$ cat src/rtl/cp0_trap_sequencer.sv
// CP0 trap sequencer: turns CP0 interrupt/ERET events into pipeline flushes
// and a PC redirect, and tracks handler nesting depth.
module cp0_trap_sequencer #(
    parameter logic [31:0] VEC_BASE  = 32'h0000_0800,
    parameter int unsigned VEC_SHIFT = 4,
    parameter int unsigned DEPTH_W   = 3
) (
    input  logic               clk_i,
    input  logic               rst_ni,
    input  logic               int_req_i,
    input  logic [2:0]         ipservice_i,
    input  logic               eret_i,
    input  logic [31:0]        epc_i,
    input  logic               stall_i,
    output logic               flush_if_id_o,
    output logic               flush_id_ex_o,
    output logic               pc_load_o,
    output logic [31:0]        pc_target_o,
    output logic               in_handler_o,
    output logic [DEPTH_W-1:0] depth_o,
    output logic               nest_err_o
);

    typedef enum logic [1:0] {StIdle, StIntWait, StIntLoad, StRetLoad} state_e;

    localparam logic [DEPTH_W-1:0] DepthMax = '1;

    state_e             state_q, state_d;
    logic               flush_if_id_q, flush_if_id_d;
    logic               flush_id_ex_q, flush_id_ex_d;
    logic               pc_load_q, pc_load_d;
    logic [31:0]        pc_target_q, pc_target_d;
    logic               in_handler_q, in_handler_d;
    logic [DEPTH_W-1:0] depth_q, depth_d;
    logic               nest_err_q, nest_err_d;

    logic [31:0]        vec_idx;
    logic [31:0]        vec_addr;

    // Handler vector from the in-service bits; highest set bit wins, none = spurious slot 0.
    always_comb begin
        vec_idx = 32'd0;
        if (ipservice_i[2]) begin
            vec_idx = 32'd3;
        end else if (ipservice_i[1]) begin
            vec_idx = 32'd2;
        end else if (ipservice_i[0]) begin
            vec_idx = 32'd1;
        end
        vec_addr = VEC_BASE + (vec_idx << VEC_SHIFT);
    end

    // Next state and next registered outputs; outputs reflect the state being entered.
    always_comb begin
        state_d       = state_q;
        flush_if_id_d = 1'b0;
        flush_id_ex_d = 1'b0;
        pc_load_d     = 1'b0;
        pc_target_d   = pc_target_q;
        depth_d       = depth_q;
        nest_err_d    = nest_err_q;

        unique case (state_q)
            StIdle: begin
                // Interrupt wins a collision; the ERET is flushed and refetched later.
                if (int_req_i) begin
                    state_d       = StIntWait;
                    flush_if_id_d = 1'b1;
                    flush_id_ex_d = 1'b1;
                end else if (eret_i) begin
                    state_d       = StRetLoad;
                    pc_load_d     = 1'b1;
                    flush_if_id_d = 1'b1;
                    pc_target_d   = epc_i;
                end
            end
            StIntWait: begin
                state_d       = StIntLoad;
                pc_load_d     = 1'b1;
                flush_if_id_d = 1'b1;
                pc_target_d   = vec_addr;
            end
            StIntLoad: begin
                if (stall_i) begin
                    pc_load_d     = 1'b1;
                    flush_if_id_d = 1'b1;
                end else begin
                    state_d = StIdle;
                    if (depth_q == DepthMax) begin
                        nest_err_d = 1'b1;
                    end else begin
                        depth_d = depth_q + DEPTH_W'(1);
                    end
                end
            end
            StRetLoad: begin
                if (stall_i) begin
                    pc_load_d     = 1'b1;
                    flush_if_id_d = 1'b1;
                end else begin
                    state_d = StIdle;
                    if (depth_q == '0) begin
                        nest_err_d = 1'b1;
                    end else begin
                        depth_d = depth_q - DEPTH_W'(1);
                    end
                end
            end
            default: state_d = StIdle;
        endcase

        in_handler_d = (depth_d != '0);
    end

    // State and output registers; reset abandons any pending redirect.
    always_ff @(posedge clk_i or negedge rst_ni) begin
        if (!rst_ni) begin
            state_q       <= StIdle;
            flush_if_id_q <= 1'b0;
            flush_id_ex_q <= 1'b0;
            pc_load_q     <= 1'b0;
            pc_target_q   <= 32'd0;
            in_handler_q  <= 1'b0;
            depth_q       <= '0;
            nest_err_q    <= 1'b0;
        end else begin
            state_q       <= state_d;
            flush_if_id_q <= flush_if_id_d;
            flush_id_ex_q <= flush_id_ex_d;
            pc_load_q     <= pc_load_d;
            pc_target_q   <= pc_target_d;
            in_handler_q  <= in_handler_d;
            depth_q       <= depth_d;
            nest_err_q    <= nest_err_d;
        end
    end

    assign flush_if_id_o = flush_if_id_q;
    assign flush_id_ex_o = flush_id_ex_q;
    assign pc_load_o     = pc_load_q;
    assign pc_target_o   = pc_target_q;
    assign in_handler_o  = in_handler_q;
    assign depth_o       = depth_q;
    assign nest_err_o    = nest_err_q;

endmodule

$ cat config.mk
export PLATFORM = sky130hd
export DESIGN_NAME = cp0_trap_sequencer
export DESIGN_NICKNAME = d
export VERILOG_FILES = /design/src/rtl/cp0_trap_sequencer.sv
export SDC_FILE = /design/constraint.sdc
export NUM_CORES = 1
export LEC_CHECK = 0
export ABC_AREA = 1
export CAP_MARGIN = 30
export CORE_MARGIN = 3
export CORE_UTILIZATION = 24
export CTS_BUF_LIST = sky130_fd_sc_hd__clkbuf_8
export CTS_CLUSTER_DIAMETER = 200
export DETAILED_ROUTE_END_ITERATION = 7
export GPL_ROUTABILITY_DRIVEN = 0
export PLACE_DENSITY_LB_ADDON = 0.3
export SLEW_MARGIN = 20
export SYNTH_ARGS = -nofsm -noshare
export SYNTH_HDL_FRONTEND = slang
export SYNTH_SLANG_ARGS = --single-unit
$ cat constraint.sdc
create_clock -name clk_i -period 1.1 [get_ports clk_i]
set_input_delay 0.11 -clock clk_i [delete_from_list [all_inputs] [get_ports clk_i]]
set_output_delay 0.11 -clock clk_i [all_outputs]
set_load 0.01 [all_outputs]
* After elaboration in Yosys (flattened, before gate mapping)
Cells that the tools add are included. Widths: inputs -> output; s select.
Word-level totals: flip-flop bits (word level) 42, input bits 40, output and inout bits 40, logic and storage cells 60
Cells by class: add/sub/neg operators 3, equality and inequality tests 12, mux-type cells 28, reductions and logical operators 9
Operator list (count):
- $mux 32 | 2
- $pmux 32 s2 | 1
- $add 12x32->32 const A | 1
- $mux 28 | 1
- $ne 2x2->1 const B | 7
- $mux 3 | 4
- $mux 1 | 11
- $mux 2 | 4
- $pmux 1 s3 | 2
- $pmux 2 s3 | 1
- $pmux 3 s2 | 1
- $reduce_and 5->1 | 1
- $eq 2x2->1 const B | 2
- $reduce_bool 2->1 | 2
- $add 3x1->3 const B | 1
- $eq 3x3->1 const B | 1
- $logic_not 3->1 | 1
- $ne 3x3->1 const B | 1
- $reduce_and 3->1 | 1
- $reduce_bool 3->1 | 1
- $sub 3x1->3 const B | 1
- $eq 2x1->1 const B | 1
- $logic_not 2->1 | 1
- $pmux 1 s2 | 1
- 2 further kinds | 2

* Logic depth before layout (Yosys ltp)
Gate-level depths: netlist of run 1.
word-level depth 5, mapped depth 8, depth with buffers taken out 8

* Least setup slack after synthesis of run 1
OpenSTA, ideal clock, no wires.
path kind register to register, start reg depth_q[0], in the netlist depth_o[0], end reg in_handler_q, in the netlist in_handler_o, arrival 1.177 ns, data required time 0.972 ns, setup slack -0.205 ns, cell stages (with the launch flop) 9, path buffers 0, clock period less this slack 1.305 ns, cell sequence dfrtp_1 -> inv_1 -> ha_1 -> inv_1 -> nand3_1 -> nand2_1 -> nor2_1 -> nor2_1 -> nand3_1
Between the ends: word-level cells in the longest chain between the ends 5
Ends and longest elaborated chain:
- start: declaration | line 34 | logic [DEPTH_W-1:0] depth_q, depth_d;
- start signal: assignment | line 133 | depth_q <= depth_d;
- $sub 3x1->3, or another cell as far along | line 105 | depth_d = depth_q - DEPTH_W'(1);
- $mux 3, on equally long branches | line 102, 89
- $mux 3, on equally long branches | line 97, 84
- $pmux 3 s2 * | line 63 | unique case (state_q)
- $reduce_bool 3->1 * | line 112 | in_handler_d = (depth_d != '0);
- via in_handler_d | line 33 | logic in_handler_q, in_handler_d;
- end signal: assignment | line 132 | in_handler_q <= in_handler_d;
- end: declaration | line 33
Mark *: on every way through the listed nets, which the timed path passes. The rest lies on a longest branch. A chain may end at the register's enable or synchronous reset.

* Worst setup path after layout of run 1
Same ends and word-level chain as after synthesis.

==> results of run 1 <==
[stage by stage]
stage	util, %	TNS [ps]	cells	power [mW]	hold slack, ps
floorplan	-	-1320	210	4.55	-186
global placement	40.8	-7030	401	6.86	104
detailed placement	40.8	-7360	401	6.90	103
CTS	46.0	-6570	421	8.48	330
global route	51.4	-7410	432	9.93	362
finish	51.4	-4960	432	9.27	321
[registers in the layout, summed over array words and instances (netlist names)]
register       cells
state_q            2
pc_target_o       32
flush_if_id_o      1
nest_err_o         1
pc_load_o          1
depth_o            3
flush_id_ex_o      1
in_handler_o       1
[per-layer routing]
metal / vias up / track usage (%) / part of all wire (%)
met5: - / 0 / 0
met4: 0 / 3.30 / 0.61
met3: 5 / 3.74 / 5.3
met2: 54 / 21.5 / 51
met1: 862 / 15.1 / 43
li1: 898 / - / -
[cells by family (layout without fill, tap and decap cells)]
| kind of cell | Yosys count | count (layout) | synth area share (%) |
|---|---|---|---|
| and+or+nand+nor | 137 | 137 | 31.6 |
| DFF | 42 | 42 | 58.2 |
| buffers and inverters | 21 | 147 | 5.96 |
| AOI/OAI and AO/OA | 7 | 7 | 2.15 |
| adders and majority gates | 3 | 3 | 2.08 |
[cells in the mapped netlist (all sizes together) (2+ instances only)]
cell | instances | area (sq um)
ha | 3 | 37.5
dfrtp | 42 | 1050
nand3 | 16 | 85.1
buf | 6 | 51.3
nor2 | 8 | 51.3
o21ai | 4 | 20.0
inv | 14 | 52.6
nand2 | 110 | 415
a21oi | 2 | 10.0
[layout make-up]
class                   count  area [sq um]  area share (%)
repair buffers            126          1250            34.5
flip-flops and latches     42          1050            29.0
multi-input cells         147          1050            28.8
well taps                  96           120            3.31
clock buffers               6          82.6            2.28
inverters                  15          73.8            2.04
[final timing paths]
kind / slack [ps] / startpoint / depth (start not counted) / endpoint
max: -210 / depth_o[0]$_DFF_PN0_ / 9 / in_handler_o$_DFF_PN0_
min: 320 / rst_ni / 3 / nest_err_o$_DFFE_PN0P_
max reg2reg: -210 / depth_o[0]$_DFF_PN0_ / 9 / in_handler_o$_DFF_PN0_
min reg2reg: 460 / nest_err_o$_DFFE_PN0P_ / 1 / nest_err_o$_DFFE_PN0P_
max in group asynchronous: 540 / rst_ni / 3 / state_q[1]$_DFFE_PN0P_
min in group clk_i: 360 / epc_i[16] / 3 / pc_target_o[16]$_DFFE_PN0P_
[critical path, delay by kind of cell, from the launching register on]
kind                     cells  cell delay, ps
flip-flops                   1             400
AND/OR/NAND/NOR              5             350
buffers and inverters        3             250
adder cells (fa/ha/maj)      1             200
[power groups by stage]
stage	combinational, mW	clock [mW]	sequential [mW]
2_1_floorplan	1.47	0	3.08
3_3_place_gp	4.11	0	2.76
3_5_place_dp	4.15	0	2.75
4_1_cts	4.70	1.02	2.76
5_1_grt	5.99	1.06	2.88
6_report	5.52	0.965	2.79
[what timing repair did]
action,in CTS,in global routing
endpoints found under the hold margin,42,0
endpoints found under the setup margin,80,61
hold buffers,1,0
gates cloned,3,1
pin swaps,14,38
setup buffers,10,16
gates resized for setup,108,106
==> results by group, run 1 <==
Outcome
  – Status: finished with violations
  – Failing checks: setup timing

Critical path
  – CP required: 1270 ps
  – CP Class: flip-flop to flip-flop
  – CP startpoint kind: flip-flop
  – Critical path arrival: 1480 ps
  – Slowest stage delay, CP: 400 ps
  – Most used cell, CP: inv_4
  – Crit-path cells: buf_6 -> inv_4 -> ha_4 -> inv_4 -> nand3_2 -> nand2_1 -> nor2_1 -> nor2_2 -> nand3_1
  – CP Max Fanout: 3
  – Crit-path slowest cell: dfrtp_1
  – CP endpoint kind: flip-flop

STA
  – Max Slew Vio Count: 0
  – Fmax: 761 MHz
  – Relative slew slack: 80.5%
  – Final Worst Setup Slack: -214 ps
  – Fin crit period: 1310 ps
  – Final clock skew: 4.15 ps
  – RSZ-0062 raised after global routing: true
  – Fin. Hold Viols: 0
  – Worst Tran Pin Value: 291 ps
  – Setup violators final: 39
  – Final period util: 119%

Flow run
  – Number of max-cap violations: 0

Finish
  – Layout cells sized above 1: 47.9%
  – Fin area: 3630 sq um
  – Layout Nets: 380
  – Commonest non-fill, non-tap cell in the layout: nand2_2
  – Most frequent cells in the layout: nand2_2, dfrtp_1, clkdlybuf4s50_1
  – Fill count: 676
  – Diode count: 0
  – Synthesis-to-layout area growth: 101%

Clocking
  – Clock transition at path regs: 70 ps
  – Clock Latency Late Sink: 290 ps
  – CTS tree: yes
  – Num CTS Buffers: 5
  – H-tree depth: 2
  – CTS Buffer Depth: 2
  – Number of clock sinks: 42
  – CTS root buffer: clkbuf_8

Floorplan
  – Die width: 92.7 um
  – Num rows: 30
  – Starting Density: 25.6%
  – Die height: 92.7 um
  – Core Footprint: 7060 sq um
  – Total I/O pin count: 80
  – Die ar.: 8600 sq um

Synthesis
  – Register area share after synthesis: 58.2%
  – Synth Flop Type: dfrtp_1
  – Syn. warnings: 0
  – Post-synth EDFFs: 0
  – Syn_area_per_cell: 8.60 sq um
  – Count of cell types in the netlist: 21
  – Mapped Area: 1810 sq um
  – Synthesized Nets: 253
  – Cells after Synth: 210
  – Fraction of registers with async set/reset: 100%
  – Synth Register Bits: 42

GRT
  – Vias in the first global route: 1,836
  – Largest net degree at the start of global routing: 43
  – Total GRT Usage: 12.4%
  – Initial antenna violation count: 0
  – Total gr overflow: 0
  – First-pass GRT wire length: 8.56 mm

Placed design
  – IO Port Bufs: 79
  – Placed Area: 2880 sq um
  – Final HPWL DP: 3.40 mm
  – Pre-CTS setup slack: -299 ps

Hold path
  – Worst min-delay path category: input port to async pin

Power
  – Flop pwr share: 30.1%
  – Clk network pwr share: 10.4%
  – Comb pwr share: 59.5%
  – Internal: 5.67 mW
  – Psw: 3.60 mW
  – PD cells: 2560 nW/um^2
  – Peak supply drop: 0.967 mV
  – Leakage power: 1.90 nW
  – Switch share: 38.8%

Routing
  – Via Count: 1,819
  – Antenna-violating nets left: 0
  – Vias per cell: 4.21
  – Routed WL: 5.54 mm
  – Routed length per instance: 12.8 um
  – DRT Pass-1 Iters: 4
  – Residual DRC: 0
  – DR iter-0 viols: 46
No activity file was read; power rests on OpenSTA's default activity.
==> inputs of run 2 (changes only) <==
- CTS_CLUSTER_SIZE: default -> 40
==> results of run 2 <==
Final layout, timing and power as in run 1 (identical DEF).
==> inputs of run 3 (changes only) <==
- DONT_BUFFER_PORTS: default -> 1
- clock period: 1.1 -> 1.05 ns (I/O delays scaled with it)
==> run 3 against run 2 <==
Setup slack worse by 15 ps; core utilization is 8.5 points lower; largest power group unchanged; routed wire length is 3.8% lower; sequential cell count stayed put; final cell count is 13% lower; non-clock buffer count is 58 lower; register-to-register slack hardly changed; sequential power is 29% higher; the flow finishes with violations (hold timing, setup timing); critical path depth is 5 lower; global-route usage is 0.49 points lower; final area is 17% lower; highest routed layer unchanged.
==> results by group, run 3 (same netlist as run 1, synthesis figures left out) <==
Routing
  – Routed WL: 5.33 mm (-3.8%)
  – Vias per cell: 4.30 (+2.2%)
  – Residual DRC: 0 (unchanged)
  – DRT Pass-1 Iters: 4 (unchanged)
  – Antenna-violating nets left: 0 (unchanged)
  – DR iter-0 viols: 59 (+28%)
  – Via Count: 1,618 (-11%)
  – Routed length per instance: 14.2 um (+11%)

GRT
  – Total gr overflow: 0 (unchanged)
  – First-pass GRT wire length: 8.18 mm (-4.4%)
  – Largest net degree at the start of global routing: 43 (unchanged)
  – Total GRT Usage: 11.9% (-0.49 points)
  – Vias in the first global route: 1,648 (-10%)
  – Initial antenna violation count: 0 (unchanged)

Finish
  – Layout cells sized above 1: 42.5% (-5.4 points)
  – Commonest non-fill, non-tap cell in the layout: nand2_1
  – Diode count: 0 (unchanged)
  – Layout Nets: 322 (-15%)
  – Synthesis-to-layout area growth: 67.6%
  – Post-route non-filler standard cell count: 376 (-13%)
  – Most frequent cells in the layout: nand2_1, dfrtp_1, dlygate4sd3_1
  – Flip-flop count of the largest register after layout: 32 (unchanged)

Clocking
  – Number of clock sinks: 42 (unchanged)
  – Clock Latency Late Sink: 290 ps (about the same)
  – CTS Buffer Depth: 2 (unchanged)
  – Hold bufs inserted after CTS: 35 (+34)
  – CTS root buffer: clkbuf_8
  – H-tree depth: 2 (unchanged)
  – CTS tree: yes
  – Clock transition at path regs: 80 ps (about the same)
  – Num CTS Buffers: 5 (unchanged)

Critical path
  – Crit-path cells: buf_6 -> buf_6 -> buf_6 -> buf_6
  – CP Class: flip-flop to output pin
  – CP startpoint kind: flip-flop
  – Slowest stage delay, CP: 450 ps (+50 ps)
  – Buf/Inv on CP: 4 (+1)
  – Crit-path slowest cell: dfrtp_2
  – CP endpoint kind: output pin
  – Most used cell, CP: buf_6
  – Critical path arrival: 1170 ps (-310 ps)
  – CP Max Fanout: 3 (unchanged)
  – CP required: 940 ps (-330 ps)
  – Cell family contributing the most delay on the critical path: flip-flops

Floorplan
  – Total I/O pin count: 80 (unchanged)
  – Die ar.: 8600 sq um (unchanged)
  – Core Footprint: 7060 sq um (unchanged)
  – Die width: 92.7 um (unchanged)
  – Num rows: 30 (unchanged)
  – Die height: 92.7 um (unchanged)
  – Starting Density: 25.6% (unchanged)

STA
  – Final clock skew: 3.86 ps (-0.288 ps)
  – Final period util: 122%
  – Fin. Hold Viols: 42 (+42)
  – Fin crit period: 1280 ps
  – Setup violators final: 42 (+7.7%)
  – Max Slew Vio Count: 0 (unchanged)
  – RSZ-0062 raised after global routing: true
  – Final hold slack: -497 ps (-818 ps)
  – Relative slew slack: 79.0% (-1.5 points)
  – Fmax: 782 MHz
  – Worst Tran Pin Value: 312 ps (+20.3 ps)
  – Final Worst Setup Slack: -229 ps (-15.2 ps)

Hold path
  – Worst min-delay path category: input port to async pin

Power
  – Leakage power: 1.52 nW (-20%)
  – Peak supply drop: 0.982 mV (+1.5%)
  – PD cells: 2850 nW/um^2 (+12%)

Outcome
  – Status: finished with violations
  – Failing checks: hold timing, setup timing

Placed design
  – IO Port Bufs: 0 (-100%)
  – Final HPWL DP: 3.13 mm (-7.7%)
  – Number of placed cells counting well taps: 321 (-20%)

Flow run
  – Number of max-cap violations: 0 (unchanged)
[run 3: worst register-to-register path, cell delays in order, from the launching register on]
cell       delay [ps]
dfrtp_2           430
nor2_4             60
nand3_4           100
clkinv_4           90
nor2_8            220
clkbuf_16         210
nand2_4            50
nand2_2            60
[run 3: area by class of cell]
| type | count | area [sq um] |
|---|---|---|
| Clock inverter | 2 | 8.76 |
| Multi-Input combinational cell | 147 | 946 |
| Fill cell | 698 | 4030 |
| Clock buffer | 6 | 82.6 |
| Tap cell | 96 | 120 |
| Sequential cell | 42 | 1060 |
| Timing Repair Buffer | 68 | 746 |
| Inverter | 15 | 66.3 |
[run 3: timing repair]
| action | CTS | global route |
|---|---|---|
| setup buffers | 5 | 6 |
| gates cloned | 2 | 2 |
| endpoints found under the hold margin | 77 | 42 |
| endpoints found under the setup margin | 43 | 43 |
| gates resized for setup | 25 | 79 |
| pin swaps | 10 | 34 |
[run 3: report_power, final]
part	total (mW)	leakage, nW	switching, mW	internal [mW]
logic	3.96	0.937	1.86	2.09
clock network	1.07	0.0524	0.547	0.522
registers	3.61	0.529	1.20	2.41
[run 3: per-layer routing]
metal / vias to the layer above / global-route usage [%] / share of wire (%)
met3: 4 / 3.98 / 7.0
met1: 770 / 15.1 / 43
met5: - / 0 / 0
li1: 786 / - / -
met2: 58 / 19.5 / 49
met4: 0 / 3.42 / 0.86
[run 3: stage by stage]
stage | total power [mW] | setup TNS (ps) | setup WS, ps | util [%] | cell area (sq um)
6_report | 8.63 | -7820 | -229 | 42.9 | 3030
3_3_place_gp | 5.73 | -6050 | -201 | 29.7 | 2090
5_1_grt | 9.29 | -10920 | -325 | 42.9 | 3030
2_1_floorplan | 4.80 | -3220 | -184 | - | 1850
3_5_place_dp | 5.77 | -6190 | -228 | 29.7 | 2090
4_1_cts | 7.46 | -6940 | -247 | 38.3 | 2700
[run 3: worst paths after layout]
check	end	slack, ps	cells after the start	start
worst min-delay path	nest_err_o$_DFFE_PN0P_	-500	0	rst_ni
worst max-delay path	depth_o[1]	-230	4	depth_o[1]$_DFF_PN0_
worst min register to register	pc_target_o[22]$_DFFE_PN0P_	550	2	pc_target_o[22]$_DFFE_PN0P_
min in group clk_i	pc_load_o$_DFF_PN0_	30	2	stall_i
worst max register to register	pc_target_o[6]$_DFFE_PN0P_	-220	7	state_q[1]$_DFFE_PN0P_
max in group asynchronous	depth_o[0]$_DFF_PN0_	1460	0	rst_ni
